[config.mk]
export PLATFORM = sky130hd
export DESIGN_NAME = mult_handshake_ctrl
export DESIGN_NICKNAME = d
export VERILOG_FILES = /design/src/rtl/mult_pkg.sv /design/src/rtl/mult_watchdog.sv /design/src/rtl/mult_handshake_ctrl.sv
export SDC_FILE = /design/constraint.sdc
export NUM_CORES = 1
export LEC_CHECK = 0
export BUFFER_PORTS_ARGS = -buffer_cell sky130_fd_sc_hd__buf_2
export CORE_MARGIN = 2
export CORE_UTILIZATION = 45
export DETAILED_ROUTE_END_ITERATION = 8
export GPL_ROUTABILITY_DRIVEN = 0
export PLACE_DENSITY = 0.84
export SYNTH_ARGS = -nofsm -noshare
export SYNTH_HDL_FRONTEND = slang
export SYNTH_SLANG_ARGS = --single-unit
[constraint.sdc]
create_clock -name clk -period 3.4 [get_ports clk]
set_input_delay 0.34 -clock clk [delete_from_list [all_inputs] [get_ports clk]]
set_output_delay 0.34 -clock clk [all_outputs]
set_load 0.02 [all_outputs]
[src/rtl/mult_pkg.sv]
// mult_pkg: shared FSM state type and default sizing for the multiplier handshake controller.
package mult_pkg;
  typedef enum logic [1:0] {IDLE, LAUNCH, BUSY, HOLD} state_t;
  localparam int DEF_WIDTH = 16;
  localparam int DEF_TIMEOUT = 24;
endpackage

[src/rtl/mult_watchdog.sv]
// mult_watchdog: BUSY-cycle counter that flags the LIMIT-th enabled cycle after a load.
module mult_watchdog
  import mult_pkg::*;
#(
  parameter int LIMIT = DEF_TIMEOUT
) (
  input  logic clk,
  input  logic rst,
  input  logic i_load,
  input  logic i_en,
  output logic o_expire
);
  localparam int CW = $clog2(LIMIT + 1);
  logic [CW-1:0] r_cnt;
  always_ff @(posedge clk or negedge rst)
    if (!rst) r_cnt <= '0;
    else if (i_load) r_cnt <= '0;
    else if (i_en && !o_expire) r_cnt <= r_cnt + 1'b1;
  assign o_expire = i_en && (r_cnt == CW'(LIMIT - 1));
endmodule

[src/rtl/mult_handshake_ctrl.sv]
// mult_handshake_ctrl: valid/ready wrapper around a start/done multiplier core.
// Define MULT_TIMEOUT_EN to abort a stalled core after TIMEOUT BUSY cycles (dst_err=1).
module mult_handshake_ctrl
  import mult_pkg::*;
#(
  parameter int WIDTH   = DEF_WIDTH,
  parameter int TIMEOUT = DEF_TIMEOUT
) (
  input  logic               clk,
  input  logic               rst,
  input  logic               src_valid,
  input  logic [WIDTH-1:0]   src_a,
  input  logic [WIDTH-1:0]   src_b,
  output logic               src_ready,
  output logic               mul_start,
  output logic [WIDTH-1:0]   mul_a,
  output logic [WIDTH-1:0]   mul_b,
  input  logic               mul_ready,
  input  logic [2*WIDTH-1:0] mul_product,
  output logic               dst_valid,
  output logic [2*WIDTH-1:0] dst_product,
  input  logic               dst_ready,
  output logic               dst_err
);
  state_t             r_state;
  logic               r_src_ready;
  logic               r_start;
  logic               r_dst_valid;
  logic [WIDTH-1:0]   r_a;
  logic [WIDTH-1:0]   r_b;
  logic [2*WIDTH-1:0] r_prod;
  logic               w_expire;
  if (TIMEOUT < 1) begin : g_bad_timeout
    $error("TIMEOUT must be at least 1");
  end
`ifdef MULT_TIMEOUT_EN
  logic r_err;
  mult_watchdog #(.LIMIT(TIMEOUT)) u_wd (
    .clk     (clk),
    .rst     (rst),
    .i_load  (r_state == LAUNCH),
    .i_en    (r_state == BUSY),
    .o_expire(w_expire)
  );
  // A done pulse coinciding with expiry is a normal completion.
  always_ff @(posedge clk or negedge rst)
    if (!rst) r_err <= 1'b0;
    else if (r_state == BUSY) r_err <= w_expire && !mul_ready;
    else if (r_state == HOLD && dst_ready) r_err <= 1'b0;
  assign dst_err = r_err;
`else
  assign w_expire = 1'b0;
  assign dst_err  = 1'b0;
`endif
  always_ff @(posedge clk or negedge rst)
    if (!rst) begin
      r_state     <= IDLE;
      r_src_ready <= 1'b1;
      r_start     <= 1'b0;
      r_dst_valid <= 1'b0;
      r_a         <= '0;
      r_b         <= '0;
      r_prod      <= '0;
    end else begin
      case (r_state)
        IDLE: if (src_valid) begin
          r_a         <= src_a;
          r_b         <= src_b;
          r_start     <= 1'b1;
          r_src_ready <= 1'b0;
          r_state     <= LAUNCH;
        end
        LAUNCH: begin
          r_start <= 1'b0;
          r_state <= BUSY;
        end
        BUSY: if (mul_ready || w_expire) begin
          r_prod      <= mul_ready ? mul_product : '0;
          r_dst_valid <= 1'b1;
          r_state     <= HOLD;
        end
        HOLD: if (dst_ready) begin
          r_dst_valid <= 1'b0;
          r_src_ready <= 1'b1;
          r_state     <= IDLE;
        end
        default: r_state <= IDLE;
      endcase
    end
  assign src_ready   = r_src_ready;
  assign mul_start   = r_start;
  assign mul_a       = r_a;
  assign mul_b       = r_b;
  assign dst_valid   = r_dst_valid;
  assign dst_product = r_prod;
endmodule

# [Word level (Yosys, flattened, before mapping)]
# Index checks and enable logic that the tools add are counted.
# Widths: inputs -> output; s select.
[op_classes] add_sub_neg=0 mul=0 n_div=0 magnitude_cmp=0 n_eq_ne=6 shifts=0 n_mux=12 bitwise_logic=0 reduce_logical=10
[op_table] operator="$reduce_and 3->1" n=3
[op_table] operator="$pmux 2 s4" n=1
[op_table] operator="$mux 2" n=3
[op_table] operator="$ne 2x2->1 const B" n=3
[op_table] operator="$pmux 1 s2" n=3
[op_table] operator="$reduce_and 2->1" n=3
[op_table] operator="$reduce_bool 2->1" n=3
[op_table] operator="$mux 1" n=5
[op_table] operator="$eq 2x2->1 const B" n=2
[op_table] operator="$eq 2x1->1 const B" n=1
[op_table] operator="$logic_not 2->1" n=1
[totals] reg_bits=69 latchBits=0 ramBits=0 mem_bits_ro=0 in_bits=69 output_inout_bits=68 wordCells=35 mem_count=0

# [Longest topological paths before layout]
[logic_depth] word_depth=3 ltp_mapped=5

# [Least setup slack after synthesis]
# No wires, ideal clock.
[synth_timing] path_kind="register -> register" start="register r_state[0]" end="register r_state[1]" setup_time_ps=128 arrival_time_ps=1318 required_time_ps=3272 setup_slack_ps=1955 stages_incl_launch_ff=5 path_buffers=0 synth_period_minus_slack_ps=1445 path_cell_list="dfrtp_1 > inv_1 > ha_1 > a221oi_2 > mux2_1"
[synth_between] elab_chain_cells=3 word_cells_on_any_way=9 cone_classes="eq/ne: 6; mux: 1; reduce/logical: 2"
[synth_lines] item="from (decl)" line_no="mult_handshake_ctrl.sv:25" text="state_t r_state;"
[synth_lines] item="from (signal assigned)" line_no="mult_handshake_ctrl.sv:57" text="r_state <= IDLE;"
[synth_lines] item="from (signal assigned)" line_no="mult_handshake_ctrl.sv:71" text="r_state <= LAUNCH;"
[synth_lines] item="from (signal assigned)" line_no="mult_handshake_ctrl.sv:75" text="r_state <= BUSY;"
[synth_lines] item="$eq 2x2->1 / $logic_not 2->1 (equally long branches)" line_no="mult_handshake_ctrl.sv:65" text="case (r_state)"
[synth_lines] item="$ne 2x2->1 (no line)"
[synth_lines] item="$reduce_and 3->1 (no line)"
# Several ways; a longest one is shown, not always the timed one.
# A chain may end at the register's enable or synchronous reset.

# [Worst setup path after layout]
[layout_timing] start="register r_state[0]" end="register r_b[12], in the netlist mul_b[12]"
[layout_between] elab_chain_cells=2
[layout_lines] item="$logic_not 2->1" line_no="mult_handshake_ctrl.sv:65"
[layout_lines] item="$reduce_and 2->1 (no line)"
[layout_lines] item="to (signal assigned)" line_no="mult_handshake_ctrl.sv:68" text="r_b <= src_b;"
[layout_lines] item="to (decl)" line_no="mult_handshake_ctrl.sv:30" text="logic [WIDTH-1:0] r_b;"
# No other way between the ends.

==> impl_summary.log <==
[metrics] number of buffers and inverters on the critical path: 1
[metrics] number of placement rows: 29
[metrics] wire length of the first global-routing pass: 9200 um
[metrics] Ports: approximately 140
[metrics] number of design-rule violations left by the first detailed-router iteration: 37
[metrics] number of nets still failing antenna checks after routing: 0
[metrics] CP endpoint kind: register
[metrics] Filler Cell Count: 502
[metrics] area of the die: between 0.007 and 0.008 sq mm
[metrics] total number of vias: between 1500 and 2000
[metrics] detailed placer's ending HPWL: roughly 4000 um
[metrics] number of endpoints with negative hold slack in the final report: 0
[metrics] top flip-flop cell by instance count after synthesis: sky130_fd_sc_hd__dfrtp_1
[metrics] number of antenna violations at the first check in global routing: 0
[metrics] vias in the first global route: just under 2000
[metrics] outcome: finished, final reports clean
[metrics] Avg Cell Area, Syn: 16.8 sq um
[metrics] drc violations: 0
[metrics] skew final: approximately 0.0053 ns
[metrics] Final Cycle Share: a little over three fifths
[metrics] fin. max-slew vios: 0
[metrics] number of gates resized after CTS: 0
[metrics] Worst-Skew Late Latency: ~0.32 ns
[metrics] upper clock frequency limit: approximately 470 MHz
[metrics] y dimension of the die: 83.7 um
[metrics] cells along the critical path: inv_1 > ha_1 > nand2_2 > mux2_2
[metrics] routed length per instance: 14.1 um
[metrics] kind of start point of the critical path: register
[metrics] fraction of layout cells with a size suffix above 1: about 70%
[metrics] Power Density: about 1100 mW/mm^2
[metrics] Yosys warning count: 0
[metrics] R2R Path Start: r_state[0]
[metrics] Buffers on Ports: 135
[metrics] horizontal die dimension: around 84 um
[metrics] Layout area overhead: 31.3%
[metrics] clock buffer count from CTS: 9
[metrics] transition time at the pin with the least slew margin: 1.05 ns
[metrics] number of vias per cell after detailed routing: 4.73
[metrics] Max-Cap Viols: 0
[metrics] nets: 384
[metrics] sum of negative setup slack: 0 ns
[metrics] VDD IR-drop max: 633 uV
[metrics] Slowest cell on crit path: sky130_fd_sc_hd__nand2_2
[metrics] area of combinational cells with multiple inputs: 0.00104 sq mm
[metrics] Power, Total: roughly 4000 uW
[metrics] Final Util: around three fifths
[metrics] deepest level of the CTS H-tree: 3
[metrics] count of flip-flops with a built-in enable after synthesis: 0
[metrics] overflow left after global routing: 0
[metrics] cell type group with the largest total delay on the critical path: simple AND/OR/NAND/NOR gates
[metrics] HP Class: in2async
[metrics] WP data required: ~3.6 ns
[metrics] hold slack final: 0.103 ns
[metrics] CP max stage delay: ~0.78 ns
[metrics] maximum number of buffers from clock root to sink: 2
[metrics] pin count of the biggest net entering global routing: 38
[metrics] setup repair after global routing missed its margin: no
[metrics] shortest clock period the worst path allows after layout: ~2.1 ns
[metrics] Clk Tree Root Cell: sky130_fd_sc_hd__clkbuf_8
[metrics] Finish-stage setup viols: 0
[metrics] aggregate global-route resource usage: 16.5%
[metrics] count of antenna diodes in the layout: 0
[metrics] CTS tree: yes
[metrics] Clock Pin Slew Worst Setup and Hold Paths: about 0.070 ns
[metrics] number of different library cells in the post-synthesis netlist: 24
[metrics] share of flip-flops with an asynchronous set or reset: 100%
[metrics] DRT Pass-1 Iters: 4
[metrics] CTS hold repair buffers: 0
[metrics] Max-Slew Margin vs Limit: between 20 and 30%
[metrics] wirelength, routed: between 5000 and 6000 um
[metrics] register area: around 0.0017 sq mm
[metrics] Setup Crit Path Kind: reg2reg
[metrics] critical-path maximum fanout: 32
[metrics] share of the yosys chip area belonging to registers: approximately three fifths
[metrics] instance count of the mapped netlist: between 150 and 200
[metrics] number of buffers inserted to repair setup after CTS: 0
[metrics] Worst setup startpoint: r_state[0]
[metrics] synthesized netlist net count: approximately 240
[metrics] CORE AREA: approximately 0.0062 sq mm
[metrics] synthesized flop and latch total: between 60 and 70
[metrics] post-synth design cell area: roughly 0.0029 sq mm
[metrics] Starting Density: ~46%
[metrics] static power due to leakage: ~0.002 uW
[metrics] critical path arrival: around 2.3 ns
[metrics] Clock Sinks: just under 70
[cell usage after synthesis (2+ instances only)]
cell type,count,share of area [%]
sky130_fd_sc_hd__a21oi_1,3,0.52
sky130_fd_sc_hd__dfrtp_1,68,59
sky130_fd_sc_hd__inv_1,4,0.52
sky130_fd_sc_hd__mux2_2,34,13
sky130_fd_sc_hd__buf_6,6,2.4
sky130_fd_sc_hd__nand2_2,2,0.44
sky130_fd_sc_hd__mux2i_1,2,0.70
sky130_fd_sc_hd__mux2_4,30,16
sky130_fd_sc_hd__ha_1,5,2.2
sky130_fd_sc_hd__nor2_1,2,0.26
[flip-flops by register name, indices dropped and copies added (netlist names)]
register     flops
mul_a           16
dst_valid        1
mul_start        1
src_ready        1
dst_product     32
mul_b           16
r_state          2
[placed cells by master (no fill, tap or decap)]
master                      count
sky130_fd_sc_hd__buf_4          1
sky130_fd_sc_hd__clkinv_2       4
sky130_fd_sc_hd__conb_1         1
sky130_fd_sc_hd__ha_1           5
sky130_fd_sc_hd__inv_2          1
sky130_fd_sc_hd__dfrtp_1       68
sky130_fd_sc_hd__clkbuf_8      10
sky130_fd_sc_hd__nand3_1        1
sky130_fd_sc_hd__mux2_4        30
sky130_fd_sc_hd__nor2_1         2
sky130_fd_sc_hd__a221oi_2       1
sky130_fd_sc_hd__buf_2        135
sky130_fd_sc_hd__inv_1          4
sky130_fd_sc_hd__nand2b_1       1
sky130_fd_sc_hd__nand2_2        2
sky130_fd_sc_hd__o2bb2ai_1      1
sky130_fd_sc_hd__or2_2          1
sky130_fd_sc_hd__mux2i_1        2
sky130_fd_sc_hd__a211oi_1       1
sky130_fd_sc_hd__bufinv_16      1
sky130_fd_sc_hd__mux2_2        34
sky130_fd_sc_hd__o32a_1         1
sky130_fd_sc_hd__a31o_2         1
sky130_fd_sc_hd__clkbuf_1       1
sky130_fd_sc_hd__a21oi_1        3
sky130_fd_sc_hd__dfstp_2        1
sky130_fd_sc_hd__nor2b_1        1
sky130_fd_sc_hd__mux2_1         1
[power by group]
part | total (uW) | switching [uW] | internal, uW
clock | 639 | 284 | 354
combinational | 1870 | 981 | 888
sequential | 1460 | 218 | 1250
total | 3970 | 1480 | 2490
[layer usage]
layer	part of all wire, %	routed length [um]	up-vias	GRT usage [%]
met5	0	0	-	0
met4	0.62	34	0	5.57
met3	6.2	341	4	4.55
met2	52	2860	69	27.3
met1	41	2290	912	20.9
li1	-	-	869	-
[area by class of cell]
class                      count  area share (%)
tap                           77            2.56
sequential                    69            46.0
inverter                       5           0.500
clock buffer                  11            3.76
timing repair buffer         136            18.2
clock inverter                 5            1.33
multi-input combinational     89            27.7
[stage by stage]
step	setup WS, ns	instance area, sq um	cells
6_report	1.28	3760	392
5_1_grt	1.16	3760	392
4_1_cts	1.28	3760	392
3_5_place_dp	1.29	3570	376
3_3_place_gp	1.37	3570	376
2_1_floorplan	1.95	2860	170
[path summary, 6_finish.rpt]
path	to	slack (ns)	depth (start not counted)
min	dst_product[23]	0.10	1
min in group clk	mul_a[15]	0.24	2
max reg2reg	mul_b[12]	1.28	4
max	mul_b[12]	1.28	4
min reg2reg	dst_product[3]	0.50	1
max in group asynchronous	mul_b[0]	2.38	2
[cell families (layout without fill, tap and decap cells)]
group                    count (synthesis)  after routing  synth area share (%)
AO/OA/AOI/OAI                            8              8                  2.27
adder cells (fa/ha/maj)                  5              5                  2.19
buffers and inverters                   12            157                  3.28
flip-flops                              69             69                  60.4
multiplexers                            67             67                  30.2
other                                    1              1                 0.131
AND/OR/NAND/NOR                          8              8                  1.53
Note: power is estimated with default switching activity, not from simulation.
